--- src/rtl/pipelined_mux_tree.sv ---
// N:1 mux as a registered binary tree of 2:1 stages; valid and channel tag ride with the data.
// Select comes from the external sel or an internal round-robin scan counter.
module pipelined_mux_tree #(
  parameter int DATA_W = 8,
  parameter int SEL_W  = 2
) (
  input  logic                           clk,
  input  logic                           rst,
  input  logic [(2**SEL_W)*DATA_W-1:0]   in_data,
  input  logic [SEL_W-1:0]               sel,
  input  logic                           mode,
  input  logic                           in_valid,
  input  logic                           stall,
  output logic [DATA_W-1:0]              out_data,
  output logic                           out_valid,
  output logic [SEL_W-1:0]               out_ch
);

  localparam int N_CH = 2**SEL_W;

  logic [SEL_W-1:0]            r_scan;
  logic [SEL_W-1:0]            w_eff_sel;
  logic [(N_CH-1)*DATA_W-1:0]  w_tree;
  logic [SEL_W-1:0]            w_vld;
  logic [SEL_W-1:0]            w_tag [SEL_W];

  assign w_eff_sel = mode ? r_scan : sel;

  always_ff @(posedge clk) begin
    if (rst) begin
      r_scan <= '0;
    end else if (!stall && in_valid && mode) begin
      r_scan <= r_scan + 1'b1;
    end
  end

  // Tree nodes are packed level by level into w_tree: level l starts at node N_CH - 2*(N_CH>>(l+1)).
  for (genvar l = 0; l < SEL_W; l++) begin : g_lvl
    localparam int CNT   = N_CH >> (l + 1);
    localparam int BASE  = N_CH - 2 * CNT;
    localparam int PBASE = N_CH - 4 * CNT;

    logic             r_vld;
    logic [SEL_W-1:0] r_tag;
    logic             w_vld_in;
    logic [SEL_W-1:0] w_tag_in;
    logic             w_sel_bit;

    if (l == 0) begin : g_src
      assign w_vld_in = in_valid;
      assign w_tag_in = w_eff_sel;
    end else begin : g_pipe
      assign w_vld_in = w_vld[l-1];
      assign w_tag_in = w_tag[l-1];
    end

    assign w_sel_bit = w_tag_in[l];

    // Data and tag only load on a valid sample so the outputs hold across bubbles.
    always_ff @(posedge clk) begin
      if (rst) begin
        r_vld <= 1'b0;
        r_tag <= '0;
      end else if (!stall) begin
        r_vld <= w_vld_in;
        if (w_vld_in) begin
          r_tag <= w_tag_in;
        end
      end
    end

    assign w_vld[l] = r_vld;
    assign w_tag[l] = r_tag;

    for (genvar j = 0; j < CNT; j++) begin : g_node
      logic [DATA_W-1:0] r_data;
      logic [DATA_W-1:0] w_a;
      logic [DATA_W-1:0] w_b;

      if (l == 0) begin : g_leaf
        assign w_a = in_data[(2*j)*DATA_W +: DATA_W];
        assign w_b = in_data[(2*j+1)*DATA_W +: DATA_W];
      end else begin : g_inner
        assign w_a = w_tree[(PBASE+2*j)*DATA_W +: DATA_W];
        assign w_b = w_tree[(PBASE+2*j+1)*DATA_W +: DATA_W];
      end

      always_ff @(posedge clk) begin
        if (rst) begin
          r_data <= '0;
        end else if (!stall && w_vld_in) begin
          r_data <= w_sel_bit ? w_b : w_a;
        end
      end

      assign w_tree[(BASE+j)*DATA_W +: DATA_W] = r_data;
    end
  end

  assign out_data  = w_tree[(N_CH-2)*DATA_W +: DATA_W];
  assign out_valid = w_vld[SEL_W-1];
  assign out_ch    = w_tag[SEL_W-1];

endmodule

--- config.mk ---
export PLATFORM = sky130hd
export DESIGN_NAME = pipelined_mux_tree
export DESIGN_NICKNAME = d
export VERILOG_FILES = /design/src/rtl/pipelined_mux_tree.sv
export SDC_FILE = /design/constraint.sdc
export NUM_CORES = 1
export LEC_CHECK = 0
export CAP_MARGIN = 10
export CORE_MARGIN = 2
export CORE_UTILIZATION = 46
export CTS_BUF_LIST = sky130_fd_sc_hd__clkbuf_8
export DETAILED_ROUTE_END_ITERATION = 8
export GPL_TIMING_DRIVEN = 1
export HOLD_SLACK_MARGIN = 0.1
export PLACE_DENSITY = 0.9
export SYNTH_ARGS = -nofsm -noshare
export SYNTH_HDL_FRONTEND = slang
export SYNTH_SLANG_ARGS = --single-unit
--- constraint.sdc ---
create_clock -name clk -period 1.75 [get_ports clk]
set_clock_uncertainty 0.05 [all_clocks]
set_input_delay 0.525 -clock clk [delete_from_list [all_inputs] [get_ports clk]]
set_output_delay 0.525 -clock clk [all_outputs]
set_load 0.03 [all_outputs]
==> results of run 1 <==
## final cells by class
class,count,area [um^2]
Clock buffer,5,68.8
Clock inverter,3,38.8
Fill cell,224,868
Inverter,1,3.75
Multi-Input combinational cell,112,739
Sequential cell,32,641
Tap cell,33,41.3
Timing Repair Buffer,59,602
## worst max path at each step
| stage | endpoint | startpoint | depth (start not counted) |
|---|---|---|---|
| final | g_lvl[0].g_node[0].r_data[0] | mode | 5 |
| after global routing | g_lvl[0].g_node[0].r_data[0] | mode | 5 |
| after CTS | g_lvl[0].g_node[1].r_data[6] | mode | 5 |
| after detailed placement | g_lvl[0].g_node[1].r_data[6] | mode | 5 |
| after global placement | g_lvl[0].g_node[1].r_data[1] | mode | 5 |
| after floorplan | g_lvl[0].g_node[0].r_data[0] | mode | 4 |
## power breakdown
group / switching [mW] / internal, mW / leakage (nW) / total [mW]
Clock: 0.273 / 0.416 / 0.0593 / 0.689
Sequential: 0.0283 / 0.769 / 0.262 / 0.798
Combinational: 0.152 / 0.176 / 0.509 / 0.328
Total: 0.453 / 1.36 / 0.831 / 1.81
## state kept, by name (all words and copies together), names as in the netlist
signal,flops
out_data,8
r_scan,2
g_lvl.r_vld,1
out_valid,1
g_lvl.g_node.r_data,16
out_ch,2
g_lvl.r_tag,2
## critical path: stages
cell,delay [ns]
clkdlybuf4s50_1,0.51
buf_4,0.16
mux2_2,0.43
nand2_1,0.12
a311oi_2,0.10
## cells in the mapped netlist
library cell and number:
mux2i_1 11, xor2_1 2, a211oi_1 10, a311oi_2 10, inv_1 1, mux2_4 1
nand4b_1 1, a21oi_1 2, mux2i_2 1, nand2_1 33, buf_6 2, nand3b_1 1
a311oi_1 6, dfxtp_1 32, buf_2 7, nor2_1 31, nor2b_1 2, clkbuf_1 3
## repair_timing
action,4_1_cts,5_1_grt
endpoints found under the setup margin,11,3
cloned,0,1
resized for setup,11,2
## metal layers
metal,wire length [um],GRT usage
met1,1310,0.222
met2,1760,0.306
met3,202,0.0649
met4,72,0.0857
met5,0,0
## metrics by stage
stage,hold WS (ns),cells,cell area (um^2),power [mW],setup TNS [ns]
detailed placement,0.398,236,2020,1.13,-3.83
CTS,0.407,244,2110,1.81,0
floorplan,0.382,156,1430,0.977,0
global placement,0.391,236,2020,1.12,-3.14
global route,0.436,245,2130,1.88,-0.00431
finish,0.402,245,2130,1.81,0
## logic make-up (layout without fill, tap and decap cells)
family                 count (synthesis)  in the layout  share of synthesized area
AO/OA/AOI/OAI                         28             28                      0.202
XOR/XNOR                               2              2                     0.0123
buffers and inverters                 13             68                     0.0509
flip-flops                            32             32                      0.449
multiplexers                          13             14                     0.0974
AND/OR/NAND/NOR                       68             68                      0.189
==> reports/metrics.cfg, run 1 <==
[worst_hold_path]
whs_path_depth=2
hold_start=g_lvl[0].r_vld
min_to=g_lvl[0].r_vld
hp-class=reg -> reg

[global_routing]
grt_first_pass_wirelength_um=4820
grt_pass1_vias=1096
overflow=0
grt_max_degree=36
antenna_found_initial=0
track_usage=0.188

[yosys]
syn_nets=195
yosys.area.top_type=dfxtp_1
netlist_area_um2=1430
yosysUniqueCellTypes=18
netlist_instances=156
synth_top_area_share=0.449
postSynthAreaPerCell_um2=9.14
yosysWarnings=0
ys_ff_latch=32
yosys-top-cells-area=dfxtp_1 (45%), a311oi_2 (11%), nand2_1 (8.7%), nor2_1 (8.2%), mux2i_1 (7.7%)
yosysSeqAreaShare=0.449

[finish]
drive_gt1_frac=0.156
diodes=0
fin_util=0.711
area.growth.synth_to_final_pct=49.6
final_common_cell=clkdlybuf4s50_1
nets=250
mostFrequentLayoutCells=clkdlybuf4s50_1 (38), nand2_1 (33), dfxtp_1 (32)

[run]
drv_cap=0

[floorplanning]
io_pins=50
rows=20
dieHeight_um=59.7
core_um2=3000
initial_core_util=0.475
die-area_um2=3560
die_x_um=59.7

[sta]
fin_ws_ns=0.0141
maxSlewViolCount=0
setup-violations-final=0
worst_pin_slew_ns=0.556
hold_viol_final=0
relSlewSlack=0.629
layout_min_cycle_time_ns=1.74
fmax_ghz=0.576
finalCritPeriodShare=0.992

[clocking]
cts_root_buf=clkbuf_8
cts_inserted_buffers=5
clk_latency_ns=0.29
cts_buffer_depth=2
cts.sinks=32
cts_max_level=2
hold_buffers=0
cts_setup_buffers=0
tritoncts=done
cts.clk_slew.worst_paths_ns=0.07

[setup_path]
setup.worst_path.end_class=flop
r2r-start=r_scan[0]
crit_path_start_kind=primary input
path_class=in -> reg
critical_path.max_fanout=8
cp.arrival_ns=1.85
required_ns=1.86
reg2reg_to=g_lvl[0].g_node[0].r_data[0]
r2r_setup_slack_ns=0.47
r2r_cells=3

[drt]
wl_per_cell_um=13.6
vias=1313
drc=0
drtPass1Iterations=4
drt_iter0_markers=62
via_per_inst=5.36
ant_nets=0
routed_wl_um=3340

[power]
powerDensity_nw_per_um2=850
ir_drop_uv=733
leakage_nw=0.831

[status]
status=finished, final reports clean

[place]
hpwl_um=2180
place_congestion=0.768
io_buffers=49
dpl_worst_slack_ns=-0.226

Power figures use the tool's default switching activity.
==> run 2, diff against run 1 <==
--- a/config.mk
+++ b/config.mk
@@ -6,7 +6,6 @@
 export NUM_CORES = 1
 export LEC_CHECK = 0
 export CAP_MARGIN = 10
-export CORE_MARGIN = 2
 export CORE_UTILIZATION = 46
 export CTS_BUF_LIST = sky130_fd_sc_hd__clkbuf_8
 export DETAILED_ROUTE_END_ITERATION = 8
==> reports/metrics.cfg, run 2 (synthesized netlist as in run 1, its figures left out) <==
[sta]
fmax_ghz=0.625  ; +8.5%
hold_viol_final=0  ; unchanged
layout_min_cycle_time_ns=1.60  ; -0.136 ns
finalCritPeriodShare=0.914  ; -0.0775
fin_ws_ns=0.150  ; +0.136 ns
holdWs_ns=0.437  ; +0.0352 ns
relSlewSlack=0.632  ; +0.00303
maxSlewViolCount=0  ; unchanged
final.setup.tns_ns=0  ; unchanged
setup-violations-final=0  ; unchanged
rsz0062_at_grt=false
worst_pin_slew_ns=0.552  ; -0.00454 ns

[finish]
final_area_um2=2140  ; about the same
area.growth.synth_to_final_pct=49.7  ; about the same
largest-register=g_lvl.g_node.r_data
drive_gt1_frac=0.159  ; +0.00322
nets=252  ; +0.80%
multi_input_area_um2=716  ; -3.2%
fillers=182  ; -19%
fin_util=0.749  ; +0.0379
diodes=0  ; unchanged
seq_area_um2=641  ; unchanged
largest_reg_flops=16  ; unchanged
mostFrequentLayoutCells=clkdlybuf4s50_1 (37), nand2_1 (33), dfxtp_1 (32)
final_common_cell=clkdlybuf4s50_1

[setup_path]
crit_chain=clkdlybuf4s50_1 > mux2i_2 > buf_4 > nand2_1 > a311oi_1
startpoint=sel[0]
critPathSlowestCell=clkdlybuf4s50_1
r2r_cells=2  ; -1
path_depth=5  ; unchanged
path_buf_inv=2  ; unchanged
crit_path_start_kind=primary input
setup.worst_path.end_class=flop
critical_path.max_fanout=9  ; +1
required_ns=1.88  ; +0.02 ns
r2r-start=g_lvl[0].r_tag[1]
path_delay_family=buffers and inverters
crit_path_max_incr_delay_ns=0.45  ; -0.06 ns
path_class=in -> reg
cp.arrival_ns=1.73  ; -0.12 ns

[power]
leakage_nw=0.843  ; +1.4%
powerDensity_nw_per_um2=879  ; +3.4%
ir_drop_uv=687  ; -6.3%

[global_routing]
overflow=0  ; unchanged
track_usage=0.220  ; +0.0324
grt_first_pass_wirelength_um=5470  ; +13%
antenna_found_initial=0  ; unchanged
grt_pass1_vias=1230  ; +12%
grt_max_degree=33  ; -8.3%

[worst_hold_path]
hp-class=reg -> reg
whs_path_depth=2  ; unchanged
hold_start=out_ch[1]

[drt]
ant_nets=0  ; unchanged
wl_per_cell_um=13.5  ; -1.2%
drtPass1Iterations=6  ; +2
drc=2  ; +2
routed_wl_um=3300  ; -1.2%
via_per_inst=5.35  ; -0.23%
drt_iter0_markers=50  ; -19%
vias=1310  ; -0.23%

[place]
hpwl_um=2380  ; +9.5%
place_area_um2=2020  ; +0.37%
io_buffers=49  ; unchanged
dpl_worst_slack_ns=-0.314  ; -0.0880 ns
place_congestion=0.863  ; +12%

[floorplanning]
die-area_um2=3330  ; -6.6%
die_x_um=57.7  ; -3.4%
dieHeight_um=57.7  ; -3.4%
initial_core_util=0.500  ; +0.0250
io_pins=50  ; unchanged
rows=19  ; -5.0%
core_um2=2850  ; -5.0%

[clocking]
cts.sinks=32  ; unchanged
cts_root_buf=clkbuf_8
cts.clk_slew.worst_paths_ns=0.07  ; about the same
tritoncts=done
clk_latency_ns=0.28  ; about the same
cts_buffer_depth=2  ; unchanged
cts_inserted_buffers=5  ; unchanged
cts_max_level=2  ; unchanged
cts_setup_buffers=0  ; unchanged

[status]
violations=DRC
status=complete, but fails checks

[run]
drv_cap=0  ; unchanged

-- run 2: stage by stage --
stage	cells	power [mW]
after CTS	245	1.88
after detailed placement	237	1.14
after global placement	237	1.12
after global routing	245	1.95
final	245	1.88
after floorplan	156	0.977
-- run 2: worst paths after layout --
| kind | to | slack, ns |
|---|---|---|
| setup / recovery | g_lvl[0].g_node[1].r_data[1] | 0.15 |
| setup reg to reg | out_data[5] | 0.48 |
| hold / removal | out_ch[1] | 0.44 |
| hold reg to reg | out_ch[1] | 0.44 |
-- run 2: area by class of cell --
| cell class | count | share of cell area |
|---|---|---|
| timing repair buffer | 62 | 0.286 |
| multi-input combinational | 111 | 0.335 |
| clock inverter | 1 | 0.0141 |
| tap | 31 | 0.0182 |
| inverter | 1 | 0.00176 |
| clock buffer | 7 | 0.0451 |
| sequential | 32 | 0.300 |
-- run 2: timing repair --
item / CTS / global route
gates resized for setup: 12 / 0
endpoints found under the setup margin: 12 / 0
hold buffers: 0 / 0
hold endpoints to repair: 0 / 0
-- run 2: metal layers --
layer,track usage,share of wire
met1,0.251,0.40
met2,0.404,0.52
met3,0.0402,0.065
met4,0.0918,0.015
met5,0,0
-- run 2: worst reg2reg max path, cell delays in order, from the launching register on --
cell	delay [ns]
dfxtp_1	0.67
mux2i_1	0.20
a211oi_1	0.27
-- run 2: power breakdown --
part	total, mW	leakage, nW	internal, mW	switching [mW]
logic	0.320	0.516	0.174	0.147
registers	0.797	0.262	0.769	0.0274
clock network	0.761	0.0645	0.502	0.259
total	1.88	0.843	1.44	0.433
